[src/rtl/onehot_stream_demux.sv]
// One-hot routed valid/ready demux: each beat goes to the lowest set bit of in_sel_i,
// held in a 1-entry register slot per channel. Define ONEHOT_DEMUX_CHECK_EN to drop multi-bit selects and flag err_o.
module onehot_stream_demux #(
  parameter int NUM_CH = 4,
  parameter int DATA_W = 8,
  parameter int CNT_W  = 8
) (
  input  logic                     clk,
  input  logic                     reset_n,
  input  logic                     in_valid_i,
  output logic                     in_ready_o,
  input  logic [DATA_W-1:0]        in_data_i,
  input  logic [NUM_CH-1:0]        in_sel_i,
  output logic [NUM_CH-1:0]        out_valid_o,
  input  logic [NUM_CH-1:0]        out_ready_i,
  output logic [NUM_CH*DATA_W-1:0] out_data_o,
  output logic [CNT_W-1:0]         drop_cnt_o,
  output logic                     err_o,
  input  logic                     err_clr_i
);

  localparam logic [NUM_CH-1:0] SEL_ONE = NUM_CH'(1);
  localparam logic [CNT_W-1:0]  CNT_ONE = CNT_W'(1);
  localparam logic [CNT_W-1:0]  CNT_MAX = {CNT_W{1'b1}};

  logic [NUM_CH-1:0]             valid_q, valid_d;
  logic [NUM_CH-1:0][DATA_W-1:0] data_q, data_d;
  logic [CNT_W-1:0]              drop_cnt_q, drop_cnt_d;
  logic                          err_q, err_d;

  logic [NUM_CH-1:0] free;
  logic [NUM_CH-1:0] dest_oh;
  logic              drop_sel;
  logic              sel_err;
  logic              accept;
  logic              route;

  // Isolate the lowest set bit: x & -x.
  assign dest_oh = in_sel_i & (~in_sel_i + SEL_ONE);
  assign free    = ~valid_q | out_ready_i;

`ifdef ONEHOT_DEMUX_CHECK_EN
  assign sel_err = |(in_sel_i & (in_sel_i - SEL_ONE));
`else
  assign sel_err = 1'b0;
`endif

  assign drop_sel   = (in_sel_i == '0) | sel_err;
  assign in_ready_o = drop_sel | (|(dest_oh & free));
  assign accept     = in_valid_i & in_ready_o;
  assign route      = accept & ~drop_sel;

  always_comb begin
    valid_d    = valid_q;
    data_d     = data_q;
    drop_cnt_d = drop_cnt_q;
    err_d      = err_q;
    for (int k = 0; k < NUM_CH; k++) begin
      if (valid_q[k] && out_ready_i[k]) valid_d[k] = 1'b0;
      if (route && dest_oh[k]) begin
        valid_d[k] = 1'b1;
        data_d[k]  = in_data_i;
      end
    end
    if (accept && drop_sel && drop_cnt_q != CNT_MAX) drop_cnt_d = drop_cnt_q + CNT_ONE;
    if (accept && sel_err) err_d = 1'b1;
    // Clear wins over any same-cycle increment or error set.
    if (err_clr_i) begin
      drop_cnt_d = '0;
      err_d      = 1'b0;
    end
  end

  always_ff @(posedge clk or negedge reset_n) begin
    if (!reset_n) begin
      valid_q    <= '0;
      data_q     <= '0;
      drop_cnt_q <= '0;
      err_q      <= 1'b0;
    end else begin
      valid_q    <= valid_d;
      data_q     <= data_d;
      drop_cnt_q <= drop_cnt_d;
      err_q      <= err_d;
    end
  end

  assign out_valid_o = valid_q;
  assign out_data_o  = data_q;
  assign drop_cnt_o  = drop_cnt_q;
  assign err_o       = err_q;

endmodule

[config.mk]
export PLATFORM = sky130hd
export DESIGN_NAME = onehot_stream_demux
export DESIGN_NICKNAME = d
export VERILOG_FILES = /design/src/rtl/onehot_stream_demux.sv
export SDC_FILE = /design/constraint.sdc
export NUM_CORES = 1
export LEC_CHECK = 0
export ABC_AREA = 1
export CORE_ASPECT_RATIO = 2
export CORE_UTILIZATION = 50
export CTS_BUF_LIST = sky130_fd_sc_hd__clkbuf_4 sky130_fd_sc_hd__clkbuf_8 sky130_fd_sc_hd__clkbuf_16
export CTS_CLUSTER_DIAMETER = 200
export DETAILED_ROUTE_END_ITERATION = 12
export PLACE_DENSITY = 0.95
export SLEW_MARGIN = 15
export SYNTH_ARGS = -nofsm -noshare
export SYNTH_HDL_FRONTEND = slang
export SYNTH_SLANG_ARGS = --single-unit
[constraint.sdc]
create_clock -name clk -period 3.9 [get_ports clk]
set_clock_uncertainty 0.15 [all_clocks]
set_input_delay 1.17 -clock clk [delete_from_list [all_inputs] [get_ports clk]]
set_output_delay 1.17 -clock clk [all_outputs]
set_load 0.05 [all_outputs]
# ---- After elaboration in Yosys (flattened, before gate mapping)
# Index checks and enable logic that the tools add are counted.
dict set report word_totals {
  regBits 44
  in_bits 20
  out_inout_bits 46
  word_cells 48
}
dict set report op_classes {
  addsub 2
  n_eq_ne 1
  n_mux 10
  bitwise 9
  reduce_logical 17
}
# operator count
set op_table {}
lappend op_table {{8-bit 2-to-1 mux} 2}
lappend op_table {{1-bit logical AND} 10}
lappend op_table {{2-bit nonzero test} 5}
lappend op_table {{8-bit by 1-bit adder with 8-bit output, second input constant} 1}
lappend op_table {{4-bit AND} 2}
lappend op_table {{1-bit 2-to-1 mux} 8}
lappend op_table {{8-bit inequality test, second input constant} 1}
lappend op_table {{4-bit NOT} 2}
lappend op_table {{4-bit by 1-bit adder with 4-bit output, second input constant} 1}
lappend op_table {{4-bit logical NOT} 1}
lappend op_table {{4-bit OR} 1}
lappend op_table {{4-bit OR reduction} 1}
lappend op_table {{1-bit AND} 2}
lappend op_table {{1-bit NOT} 1}
lappend op_table {{1-bit OR} 1}

# ---- Logic depth before layout (Yosys ltp)
# Gate-level depths: netlist (run 1).
dict set report depth {
  depth_word 11
  mapped_depth 10
  depth_no_buf 10
}

# ---- Worst setup path before layout (run 1)
# Ideal clock, no wire load.
dict set report synth_path {
  path_type {in2out}
  start {input port in_sel_i[2]}
  end {output port in_ready_o}
  t_arrival_ns 1.991
  path_slack_ns 0.589
  cell_stages 4
  n_path_buf 1
  path_cell_list {inv_1 nand4_1 nand4_4 buf_6}
}
dict set report synth_via {
  elab_chain_cells 6
}
# item line
set synth_lines {}
lappend synth_lines {{start: declaration} 13} ;# input logic [NUM_CH-1:0] in_sel_i,
lappend synth_lines {{4-bit NOT} 39} ;# assign dest_oh = in_sel_i & (~in_sel_i + SEL_ONE);
lappend synth_lines {{4-bit by 1-bit adder with 4-bit output} 39}
lappend synth_lines {{4-bit AND} 39}
lappend synth_lines {{4-bit AND} 49} ;# assign in_ready_o = drop_sel | (|(dest_oh & free));
lappend synth_lines {{4-bit OR reduction} 49}
lappend synth_lines {{1-bit OR (*)} 49}
lappend synth_lines {{end: declaration} 11} ;# output logic in_ready_o,
# Every way passes the cells marked *; elsewhere a longest branch is shown, timed or not.

# ---- Final worst setup path (run 1)
dict set report layout_path {
  start {input port in_sel_i[0]}
  end {output port in_ready_o}
}
# The elaborated chain is that of the path after synthesis.

==> flow_summary_export.csv, run 1 <==
group,metric,value,unit
outcome,status,"finished, final reports clean",
global_route,grt_max_degree,45,
hold_path,holdPathEnd,"out_data_o[18]",
setup_path,worst-path-buf-inv,3,
final_layout,fin_nets,335,
sta,setup_ws,0.106,ns
detailed_routing,num_vias,1968,
power_and_ir_drop,clkPwrFrac,22.2,%
final_layout,antenna_cells,0,
setup_path,path_cells,"clkdlybuf4s50_1, inv_2, nand2_4, nor2_8, nand2_4, nand4_4, buf_12",
die,coreArea,4050,um^2
sta,slew_viol_final,0,
die,dieHeight,93.6,um
die,io_pins,66,
power_and_ir_drop,p_comb_share,39.7,%
job,max-cap-violations,0,
die,die_area,4470,um^2
synth,yosys_register_bits,44,
hold_path,min_from,"out_data_o[18]",
sta,worst_pin_slew,0.953,ns
synth,avgSynthCellArea,8.66,um^2
synth,ys_seq_area_share,52.5,%
power_and_ir_drop,switchingPower,607,uW
die,initial_utilization,51.8,%
placement,dpl.hpwl,4070,um
final_layout,final_cell_mix,"110 x nand2_1, 62 x clkdlybuf4s50_1, 44 x dfrtp_1",
detailed_routing,drtPass1Iterations,4,
hold_path,worst_hold_path.num_cells,2,
setup_path,critical-path-top-delay-family,"buffers and inverters",
setup_path,r2r_end,"drop_cnt_o[4]",
hold_path,hold_path_class,"reg -> reg",
final_layout,final_common_cell,"nand2_1",
setup_path,max_stage_delay,0.60,ns
final_layout,fin_util,72.4,%
clocking,clk_pin_slew,0.08,ns
sta,setup_viol_count_final,0,
clocking,htreeDepth,2,
placement,place_congestion,0.886,
final_layout,n_fill_cell,311,
power_and_ir_drop,ir_drop,392,uV
synth,netlist_instances,242,
global_route,grtUsageTotal,28.1,%
die,rows,33,
clocking,clk_latency,0.29,ns
synth,synth_area,2100,um^2
placement,port_buffers,64,
setup_path,r2r-start,"drop_cnt_o[0]",
power_and_ir_drop,power.internal,910,uW
detailed_routing,routed_via_density,5.36,
detailed_routing,drtAntennaViolNets,0,
global_route,grt_pass1_vias,1932,
sta,hold_violations,0,
clocking,cts_num_sinks,44,
sta,fin_crit_sh,97.3,%
clocking,ctsLongestPathBuffers,2,
power_and_ir_drop,powerDensity,517,nW/um^2
synth,ys_warn_count,0,
setup_path,r2r_slack,1.91,ns
setup_path,reg2regPathDepth,10,
power_and_ir_drop,p_leak,1.46,nW
sta,slew_headroom,36.5,%
setup_path,required,2.58,ns
detailed_routing,initialDrtViolationCount,63,
detailed_routing,drc_errors,0,
setup_path,crit_slowest_cell,"clkdlybuf4s50_1",
sta,period_needed,3.79,ns
detailed_routing,wire_per_inst,15.1,um
sta,fmax,264,MHz
synth,synth.distinct_cells,27,
global_route,grt_first_pass_wirelength,8800,um
clocking,cts_tree,"yes",
placement,place_worst_setup_slack,0.0625,ns
setup_path,cp-start-kind,"input port",
setup_path,cp_max_fo,5,
setup_path,cp.arrival,2.47,ns
global_route,antenna_found_initial,0,
setup_path,endpoint_kind,"primary output",
setup_path,cp_common_cell,"nand2_4",
global_route,grt-ovfl-total,0,
clocking,cts_buffers,5,
synth,syn_nets,263,
die,die_w,47.8,um
clocking,cts_root_buf,"clkbuf_8",
final_layout,area_growth,39.9,%
setup_path,crit_type,"in -> out",
final_layout,drive_gt1_share,10.8,%
sta,setup_tns,0,ns
detailed_routing,totalWireLength,5550,um
power_and_ir_drop,sequentialPowerShare,38.1,%
sta,rsz0062_at_grt,"false",
power_and_ir_drop,p_sw_share,40.0,%
[worst max-delay path by stage]
| stage | end | cells past startpoint | from |
|---|---|---|---|
| floorplan | in_ready_o | 4 | in_sel_i[2] |
| global placement | in_ready_o | 5 | in_sel_i[0] |
| detailed placement | in_ready_o | 5 | in_sel_i[0] |
| CTS | in_ready_o | 5 | in_sel_i[0] |
| global route | in_ready_o | 7 | in_sel_i[0] |
| finish | in_ready_o | 7 | in_sel_i[0] |
[routing by layer]
layer  vias up  wire, um  track usage, %
li1        929         -               -
met1       938      1840            30.5
met2        89      3170            47.3
met3        12       316            4.25
met4         0       215            17.1
met5         -         0               0
[power groups by stage]
stage / Combinational [mW] / Sequential [mW] / Clock (mW)
2_1_floorplan: 0.107 / 0.849 / 0
3_3_place_gp: 0.588 / 0.584 / 0
3_5_place_dp: 0.600 / 0.584 / 0
4_1_cts: 0.604 / 0.578 / 0.344
5_1_grt: 0.630 / 0.586 / 0.358
6_report: 0.602 / 0.578 / 0.337
[worst reg2reg max path, cell delays in order, from the launching register on]
cell	delay, ns
dfrtp_1	0.42
ha_1	0.21
nand3_1	0.12
nor2_1	0.18
nand2_1	0.07
nor2_1	0.13
nand2_1	0.10
nand2_2	0.16
nand2_2	0.15
nand3_1	0.11
nand2_1	0.06
[flip-flops by register name, indices dropped and copies added, names as in the netlist]
signal / cells
drop_cnt_o: 8
out_data_o: 32
out_valid_o: 4
[synth_stat cells]
cell / count / share of area, %
conb_1: 1 / 0.18
buf_6: 1 / 0.54
nor2_8: 3 / 2.9
nor2_2: 1 / 0.30
clkbuf_1: 1 / 0.18
buf_4: 1 / 0.36
nand3_4: 2 / 1.7
clkinv_1: 1 / 0.18
buf_1: 1 / 0.18
inv_2: 1 / 0.18
a21oi_1: 4 / 0.96
nor2_1: 11 / 2.0
nand4_2: 2 / 1.2
inv_1: 14 / 2.5
nand2_2: 2 / 0.60
nand2_4: 2 / 1.1
nor3_1: 2 / 0.48
nor3_2: 1 / 0.48
xnor2_1: 1 / 0.42
nand2_1: 110 / 20
o21ai_1: 1 / 0.24
nand4_4: 1 / 1.0
dfrtp_1: 44 / 53
nand3_2: 3 / 1.4
nand4_1: 17 / 5.1
nand3_1: 13 / 3.1
ha_1: 1 / 0.60
[timing repair]
| item | in CTS | in global routing |
|---|---|---|
| endpoints found under the setup margin | 0 | 1 |
| buffers inserted | 0 | 1 |
| resized for setup | 0 | 1 |
| hold buffers | 0 | 0 |
[stage by stage]
stage	power (mW)	instance area [um^2]	hold WS [ns]	instances
CTS	1.53	2920	0.337	366
detailed placement	1.18	2810	0.319	358
floorplan	0.956	2100	0.606	242
global placement	1.17	2810	0.308	358
global route	1.57	2930	0.357	367
finish	1.52	2930	0.329	367
[cells by family after synthesis]
| family | count (synthesis) | synth area share, % |
|---|---|---|
| buffers and inverters | 20 | 4.12 |
| AO/OA/AOI/OAI | 5 | 1.19 |
| flip-flops | 44 | 52.5 |
| adder cells (fa/ha/maj) | 1 | 0.597 |
| AND/OR/NAND/NOR | 170 | 41.0 |
| other | 1 | 0.179 |
| XOR/XNOR | 1 | 0.418 |
[cell type report]
class | count | area (um^2) | area share [%]
Clock inverter | 3 | 42.5 | 1.45
Multi-Input combinational cell | 178 | 911 | 31.1
Timing Repair Buffer | 69 | 683 | 23.3
Tap cell | 52 | 65.1 | 2.22
Inverter | 16 | 60.1 | 2.05
Sequential cell | 44 | 1100 | 37.6
Clock buffer | 5 | 68.8 | 2.35
Note: power is estimated with default switching activity, not from simulation.
==> inputs of run 2 (changes only) <==
CORE_ASPECT_RATIO = default   (was 2)
==> run 2 against run 1 <==
  * Worst setup slack better by 0.022 ns
  * Design area is 1.5% higher
  * Clock-buffer cell count stayed put
  * Clock power is 44% higher
  * Critical endpoint unchanged
==> flow_summary_export.csv, run 2 (same netlist as run 1, synthesis figures left out) <==
group,metric,value,unit
global_route,grt_pass1_vias,1950,
detailed_routing,drtPass1Iterations,4,
global_route,antenna_found_initial,0,
global_route,grt_first_pass_wirelength,8750,um
power_and_ir_drop,power.internal,1.04,mW
detailed_routing,drtAntennaViolNets,0,
clocking,clk_pin_slew,0.09,ns
final_layout,multi_input_area,908,um^2
detailed_routing,totalWireLength,5370,um
die,initial_utilization,52.4,%
sta,fin_crit_sh,96.7,%
final_layout,drive_gt1_share,10.5,%
global_route,grt-ovfl-total,0,
hold_path,hold_path_class,"reg -> reg",
final_layout,fin_nets,335,
clocking,htreeDepth,2,
power_and_ir_drop,ir_drop,418,uV
sta,setup_viol_count_final,0,
placement,dpl.hpwl,3860,um
placement,port_buffers,64,
sta,worst_pin_slew,0.961,ns
global_route,grt_max_degree,45,
die,rows,23,
final_layout,largest_reg_flops,32,
final_layout,final_common_cell,"nand2_1",
setup_path,required,2.58,ns
power_and_ir_drop,p_sw_share,37.4,%
sta,period_needed,3.77,ns
die,dieHeight,66.7,um
clocking,cts_buffers,5,
sta,fmax,265,MHz
die,io_pins,66,
job,max-cap-violations,0,
die,die_area,4450,um^2
final_layout,antenna_cells,0,
detailed_routing,num_vias,1938,
detailed_routing,drc_errors,0,
outcome,status,"finished, final reports clean",
power_and_ir_drop,sequentialPowerShare,34.8,%
sta,rsz0062_at_grt,"false",
clocking,cts_root_buf,"clkbuf_8",
sta,hold_violations,0,
die,die_w,66.7,um
final_layout,ff_latch_area,1100,um^2
placement,dp_cells,356,
final_layout,area_growth,41.9,%
sta,slew_viol_final,0,
sta,setup_tns,0,ns
final_layout,final_cell_mix,"110 x nand2_1, 62 x clkdlybuf4s50_1, 44 x dfrtp_1",
setup_path,cp.arrival,2.45,ns
power_and_ir_drop,clkPwrFrac,29.2,%
final_layout,n_fill_cell,295,
detailed_routing,wire_per_inst,14.7,um
placement,place_congestion,0.809,
setup_path,cp-start-kind,"input port",
detailed_routing,routed_via_density,5.31,
power_and_ir_drop,powerDensity,559,nW/um^2
clocking,cts_num_sinks,44,
setup_path,endpoint_kind,"primary output",
setup_path,cp_max_fo,3,
power_and_ir_drop,switchingPower,621,uW
global_route,grtUsageTotal,27.0,%
clocking,clk_latency,0.30,ns
power_and_ir_drop,p_leak,1.49,nW
clocking,ctsLongestPathBuffers,2,
detailed_routing,initialDrtViolationCount,104,
power_and_ir_drop,p_comb_share,36.0,%
die,coreArea,4000,um^2
clocking,cts_tree,"yes",
setup_path,crit_type,"in -> out",
final_layout,fin_cells,365,
sta,slew_headroom,35.9,%
[run 2: power by group through the flow]
| stage | clock (mW) | combinational, mW | sequential, mW |
|---|---|---|---|
| 2_1_floorplan | 0 | 0.107 | 0.849 |
| 3_3_place_gp | 0 | 0.587 | 0.584 |
| 3_5_place_dp | 0 | 0.599 | 0.583 |
| 4_1_cts | 0.488 | 0.602 | 0.578 |
| 5_1_grt | 0.505 | 0.631 | 0.587 |
| 6_report | 0.485 | 0.598 | 0.579 |
[run 2: layer usage]
layer | global-route usage [%] | share of wire [%] | wire, um | vias to the layer above
met5 | 0 | 0 | 0 | -
met1 | 30.5 | 39 | 2090 | 934
met2 | 46.2 | 52 | 2780 | 67
met3 | 9.08 | 7.4 | 398 | 11
li1 | - | - | - | 926
met4 | 10.9 | 1.8 | 96 | 0
[run 2: critical path: stages]
cell and delay [ns]:
clkdlybuf4s50_1 0.50, inv_1 0.09, nor2_1 0.20, nand2_1 0.08, nand2_1 0.06, inv_1 0.10, nand4_4 0.11, buf_12 0.14
[run 2: final cells by class]
class,count,share of cell area (%)
clock buffer,5,2.31
clock inverter,3,3.03
inverter,16,2.02
multi-input combinational,178,30.5
sequential,44,37.0
tap,50,2.10
timing repair buffer,69,23.0
[run 2: timing repair]
item | CTS | global route
resized for setup | 0 | 0
setup endpoints to repair | 0 | 1
hold buffers | 0 | 0
setup buffers | 0 | 1
[run 2: worst paths after layout]
check                      slack, ns           start  depth (start not counted)              to
min reg2reg                     0.33  out_data_o[23]                          2  out_data_o[23]
min in group asynchronous       0.86         reset_n                          1   drop_cnt_o[3]
max in group asynchronous       2.14         reset_n                          1   out_data_o[0]
max reg2reg                     1.96   drop_cnt_o[0]                         10   drop_cnt_o[4]
min                             0.33  out_data_o[23]                          2  out_data_o[23]
max                             0.13     in_sel_i[1]                          8      in_ready_o
[run 2: stage by stage]
| step | util [%] | power, mW | worst slack (ns) | hold slack [ns] | instance area (um^2) |
|---|---|---|---|---|---|
| 4_1_cts | 74.2 | 1.67 | 0.0366 | 0.329 | 2970 |
| 5_1_grt | 74.4 | 1.72 | 0.0252 | 0.360 | 2970 |
| 6_report | 74.4 | 1.66 | 0.127 | 0.327 | 2970 |
| 3_3_place_gp | 70.2 | 1.17 | 0.161 | 0.309 | 2810 |
| 2_1_floorplan | - | 0.956 | 0.589 | 0.606 | 2100 |
| 3_5_place_dp | 70.2 | 1.18 | 0.0490 | 0.308 | 2810 |
==> inputs of run 3 (changes only) <==
CTS_CLUSTER_DIAMETER = 100   (was 200)
==> results of run 3 <==
Final layout, timing and power as in run 2 (identical DEF).
